<file path="config.mk">
export PLATFORM = sky130hd
export DESIGN_NAME = load_store_unit
export DESIGN_NICKNAME = d
export VERILOG_FILES = /design/src/rtl/load_store_unit.sv
export SDC_FILE = /design/constraint.sdc
export NUM_CORES = 1
export LEC_CHECK = 0
export ABC_CLOCK_PERIOD_IN_PS = 4700
export CORE_UTILIZATION = 50
export CTS_BUF_LIST = sky130_fd_sc_hd__clkbuf_16
export DETAILED_ROUTE_END_ITERATION = 8
export GPL_TIMING_DRIVEN = 0
export PLACE_DENSITY_LB_ADDON = 0.3
export REMOVE_ABC_BUFFERS = 1
export SETUP_SLACK_MARGIN = 0.15
export SYNTH_ARGS = -nofsm -noshare
export SYNTH_HDL_FRONTEND = slang
export SYNTH_SLANG_ARGS = --single-unit
</file>
<file path="constraint.sdc">
create_clock -name clock -period 4.7 [get_ports clock]
set_clock_uncertainty 0.15 [all_clocks]
set_input_delay 0.705 -clock clock [delete_from_list [all_inputs] [get_ports clock]]
set_output_delay 0.705 -clock clock [all_outputs]
set_load 0.1 [all_outputs]
</file>
<file path="src/rtl/load_store_unit.sv">
// load_store_unit: core-side initiator for the byte-addressed data memory.
// Takes one load/store at a time in RISC-V funct3 encoding, range-checks it,
// converts it to the memory's own command encoding, and breaks misaligned
// halfword/word accesses into single-byte beats that are reassembled here.
module load_store_unit #(
  parameter int BIT_WIDTH   = 32,
  parameter int MEMORY_SIZE = 100
) (
  input  logic                 clock,
  input  logic                 reset,
  input  logic                 req_valid,
  output logic                 req_ready,
  input  logic                 req_is_store,
  input  logic [2:0]           req_funct3,
  input  logic [BIT_WIDTH-1:0] req_addr,
  input  logic [BIT_WIDTH-1:0] req_wdata,
  output logic                 resp_valid,
  input  logic                 resp_ready,
  output logic [BIT_WIDTH-1:0] resp_rdata,
  output logic                 resp_err,
  output logic                 mem_read,
  output logic                 mem_write,
  output logic [2:0]           mem_funct3,
  output logic [BIT_WIDTH-1:0] mem_addr,
  output logic [BIT_WIDTH-1:0] mem_wdata,
  input  logic [BIT_WIDTH-1:0] mem_rdata
);

  typedef enum logic [1:0] {IDLE, ACCESS, SPLIT, RESP} state_t;

  // Memory-side command encodings.
  localparam logic [2:0] MEM_B   = 3'b000;
  localparam logic [2:0] MEM_H   = 3'b001;
  localparam logic [2:0] MEM_W   = 3'b010;
  localparam logic [2:0] MEM_BU  = 3'b011;
  localparam logic [2:0] MEM_HU  = 3'b100;

  // Range limit widened by one bit so addr + size cannot wrap.
  localparam logic [BIT_WIDTH:0] MEM_LIMIT = (BIT_WIDTH+1)'(MEMORY_SIZE);

  state_t               state, state_next;
  logic                 is_store_q;
  logic [2:0]           funct3_q;
  logic [BIT_WIDTH-1:0] addr_q;
  logic [BIT_WIDTH-1:0] wdata_q;
  logic [1:0]           beat_q;
  logic [2:0]           nbeats_q;
  logic [BIT_WIDTH-1:0] rdata_q;
  logic                 err_q;

  // Request decode, evaluated on the raw request while IDLE.
  logic [2:0]           req_size;
  logic                 req_legal;
  logic [BIT_WIDTH:0]   req_end;
  logic                 req_misaligned;
  logic                 req_err;
  logic                 last_beat;
  logic [BIT_WIDTH-1:0] split_word;

  // Map RISC-V funct3 to the memory's encoding.
  function automatic logic [2:0] map_funct3(input logic [2:0] f3);
    case (f3)
      3'b000:  return MEM_B;
      3'b001:  return MEM_H;
      3'b010:  return MEM_W;
      3'b100:  return MEM_BU;
      3'b101:  return MEM_HU;
      default: return MEM_B;
    endcase
  endfunction

  // Final extension of a reassembled split load.
  function automatic logic [BIT_WIDTH-1:0] extend_split(input logic [2:0] f3,
                                                        input logic [BIT_WIDTH-1:0] w);
    case (f3)
      3'b001:  return {{(BIT_WIDTH-16){w[15]}}, w[15:0]};
      3'b101:  return {{(BIT_WIDTH-16){1'b0}}, w[15:0]};
      default: return w;
    endcase
  endfunction

  // Decode size, legality, range and alignment of the incoming request.
  always_comb begin
    // NOTE: every combinationally assigned signal gets a default first so no path leaves it unassigned and infers a latch.
    req_size = 3'd4;
    case (req_funct3[1:0])
      2'b00:   req_size = 3'd1;
      2'b01:   req_size = 3'd2;
      default: req_size = 3'd4;
    endcase
    if (req_is_store)
      req_legal = (req_funct3 == 3'b000) || (req_funct3 == 3'b001) || (req_funct3 == 3'b010);
    else
      req_legal = (req_funct3 == 3'b000) || (req_funct3 == 3'b001) || (req_funct3 == 3'b010) ||
                  (req_funct3 == 3'b100) || (req_funct3 == 3'b101);
    req_end        = {1'b0, req_addr} + {{(BIT_WIDTH-2){1'b0}}, req_size};
    req_misaligned = ((req_size == 3'd2) && req_addr[0]) ||
                     ((req_size == 3'd4) && (req_addr[1:0] != 2'b00));
    req_err        = !req_legal || (req_end > MEM_LIMIT);
  end

  // Split-beat bookkeeping: last-beat flag and the word with this beat's byte merged in.
  always_comb begin
    last_beat  = ({1'b0, beat_q} == (nbeats_q - 3'd1));
    split_word = rdata_q;
    split_word[{beat_q, 3'b000} +: 8] = mem_rdata[7:0];
  end

  // State register.
  always_ff @(posedge clock) begin
    // NOTE: sequential state is updated with non-blocking assignments so every flop samples pre-edge values.
    if (reset) state <= IDLE;
    else       state <= state_next;
  end

  // Next-state and output decode.
  always_comb begin
    state_next = state;
    req_ready  = 1'b0;
    resp_valid = 1'b0;
    resp_rdata = '0;
    resp_err   = 1'b0;
    mem_read   = 1'b0;
    mem_write  = 1'b0;
    mem_funct3 = 3'b000;
    mem_addr   = '0;
    mem_wdata  = '0;
    case (state)
      IDLE: begin
        req_ready = 1'b1;
        if (req_valid) begin
          if (req_err)             state_next = RESP;
          else if (req_misaligned) state_next = SPLIT;
          else                     state_next = ACCESS;
        end
      end
      ACCESS: begin
        mem_read   = !is_store_q;
        mem_write  = is_store_q;
        mem_funct3 = map_funct3(funct3_q);
        mem_addr   = addr_q;
        mem_wdata  = is_store_q ? wdata_q : '0;
        state_next = RESP;
      end
      SPLIT: begin
        mem_read   = !is_store_q;
        mem_write  = is_store_q;
        mem_funct3 = is_store_q ? MEM_B : MEM_BU;
        mem_addr   = addr_q + {{(BIT_WIDTH-2){1'b0}}, beat_q};
        mem_wdata  = is_store_q ? {{(BIT_WIDTH-8){1'b0}}, wdata_q[{beat_q, 3'b000} +: 8]} : '0;
        if (last_beat) state_next = RESP;
      end
      RESP: begin
        resp_valid = 1'b1;
        resp_rdata = rdata_q;
        resp_err   = err_q;
        if (resp_ready) state_next = IDLE;
      end
      default: state_next = IDLE;
    endcase
  end

  // Request capture, beat counting and load-data assembly.
  always_ff @(posedge clock) begin
    if (reset) begin
      is_store_q <= 1'b0;
      funct3_q   <= 3'b000;
      addr_q     <= '0;
      wdata_q    <= '0;
      beat_q     <= 2'd0;
      nbeats_q   <= 3'd0;
      rdata_q    <= '0;
      err_q      <= 1'b0;
    end else begin
      case (state)
        IDLE: begin
          if (req_valid) begin
            is_store_q <= req_is_store;
            funct3_q   <= req_funct3;
            addr_q     <= req_addr;
            wdata_q    <= req_wdata;
            beat_q     <= 2'd0;
            nbeats_q   <= req_size;
            rdata_q    <= '0;
            err_q      <= req_err;
          end
        end
        ACCESS: begin
          if (!is_store_q) rdata_q <= mem_rdata;
        end
        SPLIT: begin
          beat_q <= beat_q + 2'd1;
          if (!is_store_q)
            rdata_q <= last_beat ? extend_split(funct3_q, split_word) : split_word;
        end
        default: ;
      endcase
    end
  end

endmodule

</file>
==> results.md <==
* Routed wire length at 21600 µm
* # IOs at 208
* RSZ-0062 raised after global routing: false
* First-pass GRT wire length at 34600 µm
* Worst setup margin at 311 ps
* Vias per cell at 5.90
* Setup Viol. Count Final at 0
* Maximum VDD drop at 0.000384 V
* Ant diodes at 0
* Yosys warnings at 0
* Mapped Cells at 964
* Clock latency on the worst-skew pair at 360 ps
* Least-Margin Pin Slew at 1360 ps
* Area Growth Syn to Fin at 36.7%
* Delay of the slowest critical-path stage at 860 ps
* Cell breakdown of the critical path: inv_1 -> ha_4 -> clkinvlp_2 -> a21oi_1 -> o21ai_0 -> a21oi_1 -> clkdlybuf4s15_1
* Via Count at 7723
* Final core utilization at 70.8%
* Wire per inst at 16.5 µm
* Fin area at 9450 µm²
* Overall Power at 4.26 mW
* Most used DFF post-synth: dfxtp_1
* Final Cycle Share at 93.4%
* Pre-antenna DRT Iters at 5
* Die Area at 14300 µm²
* Max-slew violation count at 0
* Drt drc at 0
* Asr flop ratio synth at 0%
* Crit-path most repeated cell: a21oi_1
* Largest net degree at the start of global routing at 80
* Slowest CP cell: clkdlybuf4s15_1
* Crit path required time at 3850 ps
* Startpoint Class: flip-flop
* Share of layout cells above drive strength 1 at 6.18%
* Nets at 1250
* Final hold vios at 0
* Root Buffer: clkbuf_16
* Placeable core region at 13300 µm²
* ANT nets after route at 0
* Fmax at 0.228 GHz
* DP Area at 9080 µm²
* Pre-CTS setup slack at -674 ps
* Reg2reg setup slack at 1030 ps
* CTS tree: built
* Commonest non-fill, non-tap cell in the layout: nand2_1
* Dpl hpwl at 14700 µm
* Worst-case clock buffer depth at 2
* Hold endpoint: wdata_q[23]
* Leakage at 3.50 nW
* CTS Hold Bufs at 0
* Gr ovfl total at 0
* Fillers at 1163
* Buffers on Ports at 207
* Commonest non-fill, non-tap cells in the layout: nand2_1, clkdlybuf4s50_1, a21oi_1
* EDFF count, synth at 0
* Post-route minimum period at 4390 ps
* CP Data Arrival Time at 3530 ps
* Status: finished clean
* Mapped Avg Cell Area at 7.18 µm²
* Die X-Extent at 120 µm
* CTS Sinks at 108
* Gr usage total at 29.9%
* Initial antenna violation count at 0
* FF-to-FF path depth at 8
* 1st-iter DRT viols at 789
* Cell Area, Synth at 6920 µm²
* Clk pin slew, worst setup/hold paths at 70 ps
* Hold Path Class: reg -> reg
* Hold Crit Depth at 2
* Vias in the first global route at 6911
* WS Path Type: reg -> out
* Cts bufs inserted at 9
* Yosys reg bits at 108
* Die height at 120 µm
* Initial core utilization at 51.8%
* Max-Cap Viols at 0
* PD cells at 451 nW/µm²
* Hold path start: wdata_q[23]
* Library cells used by synthesis at 66
* Site Rows at 42
* CP max FO at 41
* Relative slew slack at 8.35%
* Worst r2r src: state[0]
* CTS H-tree depth at 3
* Critical path capture point type: output pin
* Final Wtd Congestion at 0.886
* FF-to-FF End: rdata_q[4]
* Total negative setup slack at 0 ps
* Register area share after synthesis at 31.3%
-- stage by stage --
stage | hold slack (ps) | cells
3_5_place_dp | 308 | 1290
3_3_place_gp | 297 | 1285
6_report | 316 | 1308
4_1_cts | 318 | 1307
5_1_grt | 340 | 1308
2_1_floorplan | 280 | 902
-- synthesized netlist by cell type (3+ instances only) --
cell type	instances	area, µm²
a211oi_1	4	30.0
a21oi_1	107	536
a221oi_1	17	149
a22oi_1	49	368
a311oi_1	3	26.3
a31oi_1	13	81.3
a32oi_1	3	26.3
and2_1	63	394
and3_1	7	43.8
and4_1	4	35.0
buf_2	3	15.0
clkbuf_1	57	214
dfxtp_1	108	2160
ha_1	17	213
inv_1	18	67.6
mux4_2	8	180
nand2_1	215	807
nand2b_1	3	18.8
nand3_1	23	115
nand3b_1	4	30.0
nand4_1	9	56.3
nand4b_1	3	26.3
nor2_1	73	274
nor3_1	16	80.1
nor4_1	6	37.5
nor4b_1	3	26.3
o21ai_0	59	295
o31ai_1	3	22.5
o41ai_1	4	35.0
or3_1	6	37.5
or4_1	3	22.5
xnor2_1	9	78.8
xor2_1	5	43.8
-- critical path: cells and delay by family (launching register included) --
| family | cells | cell delay [ps] |
|---|---|---|
| adder cells (fa/ha/maj) | 1 | 500 |
| flip-flops | 1 | 370 |
| buffers and inverters | 3 | 1720 |
| AO/OA/AOI/OAI | 3 | 590 |
-- sequential cells by signal, indices dropped and copies added, names as in the netlist --
name	cells
wdata_q	32
state	2
rdata_q	32
funct3_q	3
nbeats_q	3
is_store_q	1
addr_q	32
err_q	1
beat_q	2
-- final cells by class --
cell class | count | area, µm² | share of cell area, %
flip-flops and latches | 108 | 2170 | 22.9
multi-input cells | 774 | 4490 | 47.5
clock buffers | 9 | 225 | 2.38
repair inverters | 1 | 5.00 | 0.0529
inverters | 20 | 80.1 | 0.847
clock inverters | 7 | 81.3 | 0.860
well taps | 176 | 220 | 2.33
repair buffers | 213 | 2190 | 23.1
-- cell families (layout without fill, tap and decap cells) --
| family | count (synthesis) | count (layout) | synth area share [%] |
|---|---|---|---|
| AND/OR/NAND/NOR | 456 | 456 | 31.6 |
| AO/OA/AOI/OAI | 275 | 275 | 24.3 |
| flip-flops | 108 | 108 | 31.3 |
| buffers and inverters | 82 | 250 | 4.50 |
| adder cells (fa/ha/maj) | 19 | 19 | 3.65 |
| XOR/XNOR | 14 | 14 | 1.77 |
| multiplexers | 10 | 10 | 2.95 |
-- power breakdown --
part / switching [mW] / internal (mW) / total [mW] / leakage [nW]
Sequential: 0.163 / 1.07 / 1.23 / 0.882
Combinational: 1.59 / 0.626 / 2.22 / 2.47
Clock: 0.347 / 0.460 / 0.807 / 0.152
Total: 2.10 / 2.16 / 4.26 / 3.50
-- worst max-delay path by stage --
stage                          from  depth (start not counted)             to  slack [ps]
final                      state[0]                          7   mem_addr[12]         310
after global routing       state[0]                          6  mem_wdata[17]         150
after CTS                 beat_q[0]                         10   mem_addr[26]          80
after detailed placement  beat_q[0]                         10   mem_addr[26]        -670
after global placement     state[1]                          6  mem_wdata[19]       -1420
after floorplan           beat_q[0]                          5   mem_addr[21]       -1330
-- layer usage --
layer	wire length [µm]	global-route usage [%]	vias up
met3	1790	6.13	28
met4	403	9.22	0
met5	0	0	-
li1	-	-	3759
met2	10100	48.7	335
met1	9330	39.8	3601
-- timing repair --
action / 4_1_cts / 5_1_grt
endpoints found under the setup margin: 53 / 31
gates resized for setup: 94 / 23
buffers inserted: 0 / 1
pin swaps: 0 / 1
gates cloned: 1 / 0
(Power assumes the default switching activity.)
